**src/rtl/gcn_aggregate_argmax.sv**
```systemverilog
`default_nettype none
// ============================================================================
//  Module      : gcn_aggregate_argmax
//  Description : Aggregates the transformed feature matrix H over an undirected
//                COO edge list (AGG = (A + I) * H, one edge per cycle), then
//                reduces every AGG row to the column index of its maximum.
//  Revision    : 1.0 - initial release
// ============================================================================
module gcn_aggregate_argmax #(
  parameter int FEATURE_ROWS      = 6,
  parameter int WEIGHT_COLS       = 3,
  parameter int DOT_PROD_WIDTH    = 16,
  parameter int NUM_OF_NODES      = 6,
  parameter int COO_NUM_OF_COLS   = 6,
  parameter int COO_BW            = $clog2(COO_NUM_OF_COLS),
  parameter int MAX_ADDRESS_WIDTH = 2
) (
  input  logic                                                      clk,
  input  logic                                                      reset,
  input  logic                                                      start,
  input  logic [FEATURE_ROWS-1:0][WEIGHT_COLS-1:0][DOT_PROD_WIDTH-1:0] fm_wm_in,
  output logic [COO_BW-1:0]                                         coo_address,
  input  logic [2*COO_BW-1:0]                                       coo_in,
  output logic                                                      done,
  output logic [FEATURE_ROWS-1:0][MAX_ADDRESS_WIDTH-1:0]            max_addi_answer,
  output logic                                                      edge_error
);

  localparam int ROW_BW = (FEATURE_ROWS > 1) ? $clog2(FEATURE_ROWS) : 1;
  localparam logic [COO_BW-1:0] C_LAST_EDGE = COO_BW'(COO_NUM_OF_COLS - 1);
  localparam logic [ROW_BW-1:0] C_LAST_ROW  = ROW_BW'(FEATURE_ROWS - 1);
  localparam logic [COO_BW:0]   C_MAX_NODE  = (COO_BW + 1)'(NUM_OF_NODES);

  typedef enum logic [2:0] {
    S_IDLE   = 3'd0,
    S_INIT   = 3'd1,
    S_EDGE   = 3'd2,
    S_ARGMAX = 3'd3,
    S_DONE   = 3'd4
  } state_t;

  state_t r_state;
  state_t w_next_state;

  logic [COO_BW-1:0] r_edge_cnt;
  logic [ROW_BW-1:0] r_row_cnt;
  logic [FEATURE_ROWS-1:0][WEIGHT_COLS-1:0][DOT_PROD_WIDTH-1:0] r_agg;

  logic [COO_BW-1:0] w_src;
  logic [COO_BW-1:0] w_dst;
  logic              w_edge_valid;
  logic [WEIGHT_COLS-1:0][DOT_PROD_WIDTH-1:0] w_h_src;
  logic [WEIGHT_COLS-1:0][DOT_PROD_WIDTH-1:0] w_h_dst;
  logic [WEIGHT_COLS-1:0][DOT_PROD_WIDTH-1:0] w_arg_row;
  logic [DOT_PROD_WIDTH-1:0]    w_best_val;
  logic [MAX_ADDRESS_WIDTH-1:0] w_best_idx;

  // The edge index only leaves the block while edges are being walked.
  assign coo_address = (r_state == S_EDGE) ? r_edge_cnt : '0;

  // Decode the current edge and fetch the H rows of both endpoints (ids are 1-based).
  always_comb begin
    w_src        = coo_in[2*COO_BW-1:COO_BW];
    w_dst        = coo_in[COO_BW-1:0];
    w_edge_valid = (w_src != '0) && (w_dst != '0) &&
                   ({1'b0, w_src} <= C_MAX_NODE) && ({1'b0, w_dst} <= C_MAX_NODE);
    w_h_src      = '0;
    w_h_dst      = '0;
    for (int i = 0; i < FEATURE_ROWS; i++) begin
      if (COO_BW'(i + 1) == w_src) w_h_src = fm_wm_in[i];
      if (COO_BW'(i + 1) == w_dst) w_h_dst = fm_wm_in[i];
    end
  end

  // Argmax of the row currently addressed; strict compare keeps the lowest column on ties.
  always_comb begin
    w_arg_row = '0;
    for (int i = 0; i < FEATURE_ROWS; i++) begin
      if (ROW_BW'(i) == r_row_cnt) w_arg_row = r_agg[i];
    end
    w_best_val = w_arg_row[0];
    w_best_idx = '0;
    for (int c = 1; c < WEIGHT_COLS; c++) begin
      if (w_arg_row[c] > w_best_val) begin
        w_best_val = w_arg_row[c];
        w_best_idx = MAX_ADDRESS_WIDTH'(c);
      end
    end
  end

  // State register.
  always_ff @(posedge clk or negedge reset) begin
    if (!reset) r_state <= S_IDLE;
    else        r_state <= w_next_state;
  end

  // Next-state sequencing: one pass through aggregate then argmax per accepted start.
  always_comb begin
    w_next_state = r_state;
    case (r_state)
      S_IDLE:   if (start) w_next_state = S_INIT;
      S_INIT:   w_next_state = S_EDGE;
      S_EDGE:   if (r_edge_cnt == C_LAST_EDGE) w_next_state = S_ARGMAX;
      S_ARGMAX: if (r_row_cnt == C_LAST_ROW) w_next_state = S_DONE;
      S_DONE:   if (!start) w_next_state = S_IDLE;
      default:  w_next_state = S_IDLE;
    endcase
  end

  // Datapath: self-loop load, per-edge accumulation (mod 2^W), row-wise argmax, status flags.
  always_ff @(posedge clk or negedge reset) begin
    if (!reset) begin
      r_agg           <= '0;
      r_edge_cnt      <= '0;
      r_row_cnt       <= '0;
      done            <= 1'b0;
      edge_error      <= 1'b0;
      max_addi_answer <= '0;
    end else begin
      case (r_state)
        S_IDLE: begin
          if (start) edge_error <= 1'b0;
        end
        S_INIT: begin
          r_agg      <= fm_wm_in;
          r_edge_cnt <= '0;
          r_row_cnt  <= '0;
        end
        S_EDGE: begin
          if (w_edge_valid) begin
            // A self-edge matches the first branch only, so it is added exactly once.
            for (int i = 0; i < FEATURE_ROWS; i++) begin
              if (COO_BW'(i + 1) == w_src) begin
                for (int c = 0; c < WEIGHT_COLS; c++)
                  r_agg[i][c] <= r_agg[i][c] + w_h_dst[c];
              end else if (COO_BW'(i + 1) == w_dst) begin
                for (int c = 0; c < WEIGHT_COLS; c++)
                  r_agg[i][c] <= r_agg[i][c] + w_h_src[c];
              end
            end
          end else begin
            edge_error <= 1'b1;
          end
          r_edge_cnt <= r_edge_cnt + COO_BW'(1);
        end
        S_ARGMAX: begin
          for (int i = 0; i < FEATURE_ROWS; i++) begin
            if (ROW_BW'(i) == r_row_cnt) max_addi_answer[i] <= w_best_idx;
          end
          r_row_cnt <= r_row_cnt + ROW_BW'(1);
          if (r_row_cnt == C_LAST_ROW) done <= 1'b1;
        end
        S_DONE: begin
          if (!start) done <= 1'b0;
        end
        default: begin
          done <= 1'b0;
        end
      endcase
    end
  end

endmodule
`default_nettype wire

```
**config.mk**
```make
export PLATFORM = sky130hd
export DESIGN_NAME = gcn_aggregate_argmax
export DESIGN_NICKNAME = d
export VERILOG_FILES = /design/src/rtl/gcn_aggregate_argmax.sv
export SDC_FILE = /design/constraint.sdc
export NUM_CORES = 2
export LEC_CHECK = 0
export CORE_MARGIN = 3
export CORE_UTILIZATION = 34
export CTS_CLUSTER_DIAMETER = 60
export DETAILED_ROUTE_END_ITERATION = 10
export PLACE_DENSITY_LB_ADDON = 0.1
export RECOVER_POWER = 25
export SLEW_MARGIN = 20
export SYNTH_ARGS = -nofsm -noshare
export SYNTH_HDL_FRONTEND = slang
export SYNTH_SLANG_ARGS = --single-unit
```
**constraint.sdc**
```tcl
create_clock -name clk -period 7.8 [get_ports clk]
set_input_delay 0.78 -clock clk [delete_from_list [all_inputs] [get_ports clk]]
set_output_delay 0.78 -clock clk [all_outputs]
set_load 0.01 [all_outputs]
```
==> flow_summary.ini <==
[layout]
fin_cells = 6613
syn_to_final_growth_pct = 18.03
fin_nets = 5803
nFillCells = 10841
register_area_sq_um = 7782
drive_gt1_share_pct = 6.864
multi_input_area_sq_um = 26990

[detailed_routing]
dr.first_iter.drc_count = 4006
dr_total_vias = 39613
ant_nets = 0
wl_per_cell_microns = 26.80
drc_errors = 0
routed_wl_mm = 177.3
vias_per_cell = 5.990
drtPass1Iterations = 8

[power]
vdd_ir_drop_max_v = 0.0003296
p_leak_nw = 18.05
p_per_area_nw_per_um2 = 444.1

[clock_network]
tritoncts = done
root_buffer = clkbuf_16
clk_path_buf_depth = 3
cts_sinks = 311
h-tree-depth = 2
numCtsBuffers = 60
insertion_delay_ns = 0.70
postCtsSetupBuffers = 0
clk_pin_slew_ns = 0.06
ctsResizeCount = 0
ctsHoldBuffers = 0

[timing]
setup_slack_ns = 1.101
hold_viol = 0
setup_viol = 0
max_freq_mhz = 149.3
min_period_ns = 6.699
skew_ns = 0.03858
worst_slew_pin_slew_ns = 6.024
rsz0062_at_grt = false
max-slew-margin-rel_pct = -301.6
final.setup.tns_ns = 0
post-route-period-util_pct = 85.89
slew_violations = 83

[logic_synthesis]
synth_xor_area_share_pct = 5.284
syn_nets = 5682
yosys.area_share.simple_pct = 20.29
synth_enable_flop_cells = 0
ys_types = 81
synth_compound_area_share_pct = 31.94
yosysMostFrequentCell = nand2_1
async_flop_share_pct = 100.0
synth_area_per_cell_sq_um = 7.144
yosys_warnings = 0
synth_top_family_by_area = compound AO/OA/AOI/OAI gates
yosys.area.top_type_share_pct = 21.54
synth_common_cells = 836 x nand2_1, 647 x nor2_1, 554 x o21ai_0, 522 x a21oi_1, 311 x dfrtp_1
synth_area_leaders = dfrtp_1 22%, ha_1 11%, nand2_1 8.7%
yosys_most_used_dff = dfrtp_1
yosysTopAreaCell = dfrtp_1
synth_fa_ha_area_share_pct = 11.70
synth_seq_cells = 311
synthMuxAreaShare_pct = 4.979
synthesis.area_sq_um = 36140
yosysSeqAreaShare_pct = 21.54
syn_inst = 5058

[critical_path]
max_stage_delay_ns = 0.78
reg2reg_slack_ns = 1.10
critPathSlowestCell = nor2b_4
cp_max_fo = 32
start_kind = flip-flop
cp_top_family = compound AO/OA/AOI/OAI gates
r2r-end = max_addi_answer[10]
path_buf_inv = 3
crit_cells = 25
timing.rr.start = r_row_cnt[0]
required_ns = 8.40
worstSetupEndpoint = max_addi_answer[10]
startpoint = r_row_cnt[0]
cp.arrival_ns = 7.30
reg2reg_depth = 25
worstSetupEndpointType = flip-flop
worstSetupPathType = reg2reg

[floorplanning]
die_area_sq_um = 110200
num_rows = 118
die_w_microns = 332.0
start_util_pct = 34.57
core_area_sq_um = 104500
die_h_microns = 332.0
ioPinCount = 314

[grt]
grt_pass1_wl_mm = 258.1
antenna_found_initial = 8
grt_max_degree = 169
grt_pass1_vias = 37193
grt_overflow = 0
grt.total_usage_pct = 31.02

[placed_design]
hpwlAfterDp_mm = 133.4
gp_congestion = 0.9347
place.port_buffers = 313
dp.cells = 6497
post-place-ws_ns = 1.124

[worst_hold_path]
min_from = max_addi_answer[11]
hold_path_class = reg2reg

[outcome]
run_status = complete, but fails checks
violations = max-capacitance violations, max-slew violations

[run]
maxCapViolations = 1
## cell families (layout without fill, tap and decap cells)
logic type | after synthesis | count (layout)
flops | 311 | 311
simple gates | 1768 | 1768
buf+inv | 385 | 557
fa+ha+maj | 327 | 327
other cells | 0 | 3
xor+xnor | 218 | 218
compound gates | 1885 | 1885
mux | 164 | 164
## tightest hold or removal path: cells and delay by family, from the launching register on
| kind | cells | cell delay, ns |
|---|---|---|
| compound gates | 1 | 0.06 |
| simple gates | 1 | 0.05 |
| flops | 1 | 0.36 |
## layout by cell type (no fill, tap or decap), drive strengths merged, types with 65 or more instances in the layout
master         Yosys  final
mux2              96     96
o21bai            73     73
a211oi            90     90
xor2             103    103
nor2             648    648
a22oi             77     77
clkbuf           257     70
o21ai            598    598
ha               309    309
mux2i             65     65
a21o              93     93
a21oi            522    522
clkdlybuf4s50      0    306
nand2            836    836
buf               77     85
a31oi             97     97
xnor2            115    115
dfrtp            311    311
## stage by stage
| step | power [mW] | hold WS, ns | area [sq um] | util [%] |
|---|---|---|---|---|
| global route | 20.49 | 0.5464 | 42640 | 40.79 |
| global placement | 15.81 | 0.4998 | 40520 | 38.76 |
| CTS | 18.82 | 0.1315 | 42650 | 40.81 |
| detailed placement | 15.84 | 0.5019 | 40520 | 38.76 |
| finish | 18.94 | 0.5139 | 42650 | 40.80 |
| floorplan | 11.63 | 0.4726 | 36140 | - |
## power breakdown
part | total, mW | switching, mW | internal (mW)
Sequential | 3.47 | 1.07 | 2.40
Combinational | 12.6 | 7.78 | 4.82
Clock | 2.88 | 1.09 | 1.79
## routing by layer
layer	global-route usage, %	vias up	part of all wire, %
li1	-	18574	-
met1	43.82	18994	45
met2	47.56	1743	43
met3	5.105	300	7.8
met4	10.99	2	3.7
met5	0	-	0.0051
## worst min path at each step
stage               depth (start not counted)  slack [ns]                   to
global placement                            2        0.50           r_agg[187]
detailed placement                          2        0.50           r_agg[186]
CTS                                         1        0.13            r_agg[98]
global route                                2        0.55           r_agg[180]
finish                                      2        0.51  max_addi_answer[11]
floorplan                                   2        0.47           r_agg[242]
## state kept, by name (all words and copies together), names as in the netlist
register,count
r_row_cnt,3
done,1
r_edge_cnt,3
r_state,3
max_addi_answer,12
r_agg,288
edge_error,1
## cell type report
cell class	count	area share (%)
multi-input cells	4362	63.29
flip-flops and latches	311	18.25
repair buffers	393	8.939
well taps	1380	4.048
clock buffers	68	3.688
clock inverters	45	1.320
inverters	51	0.4489
diodes	3	0.01760
Power figures use the tool's default switching activity.
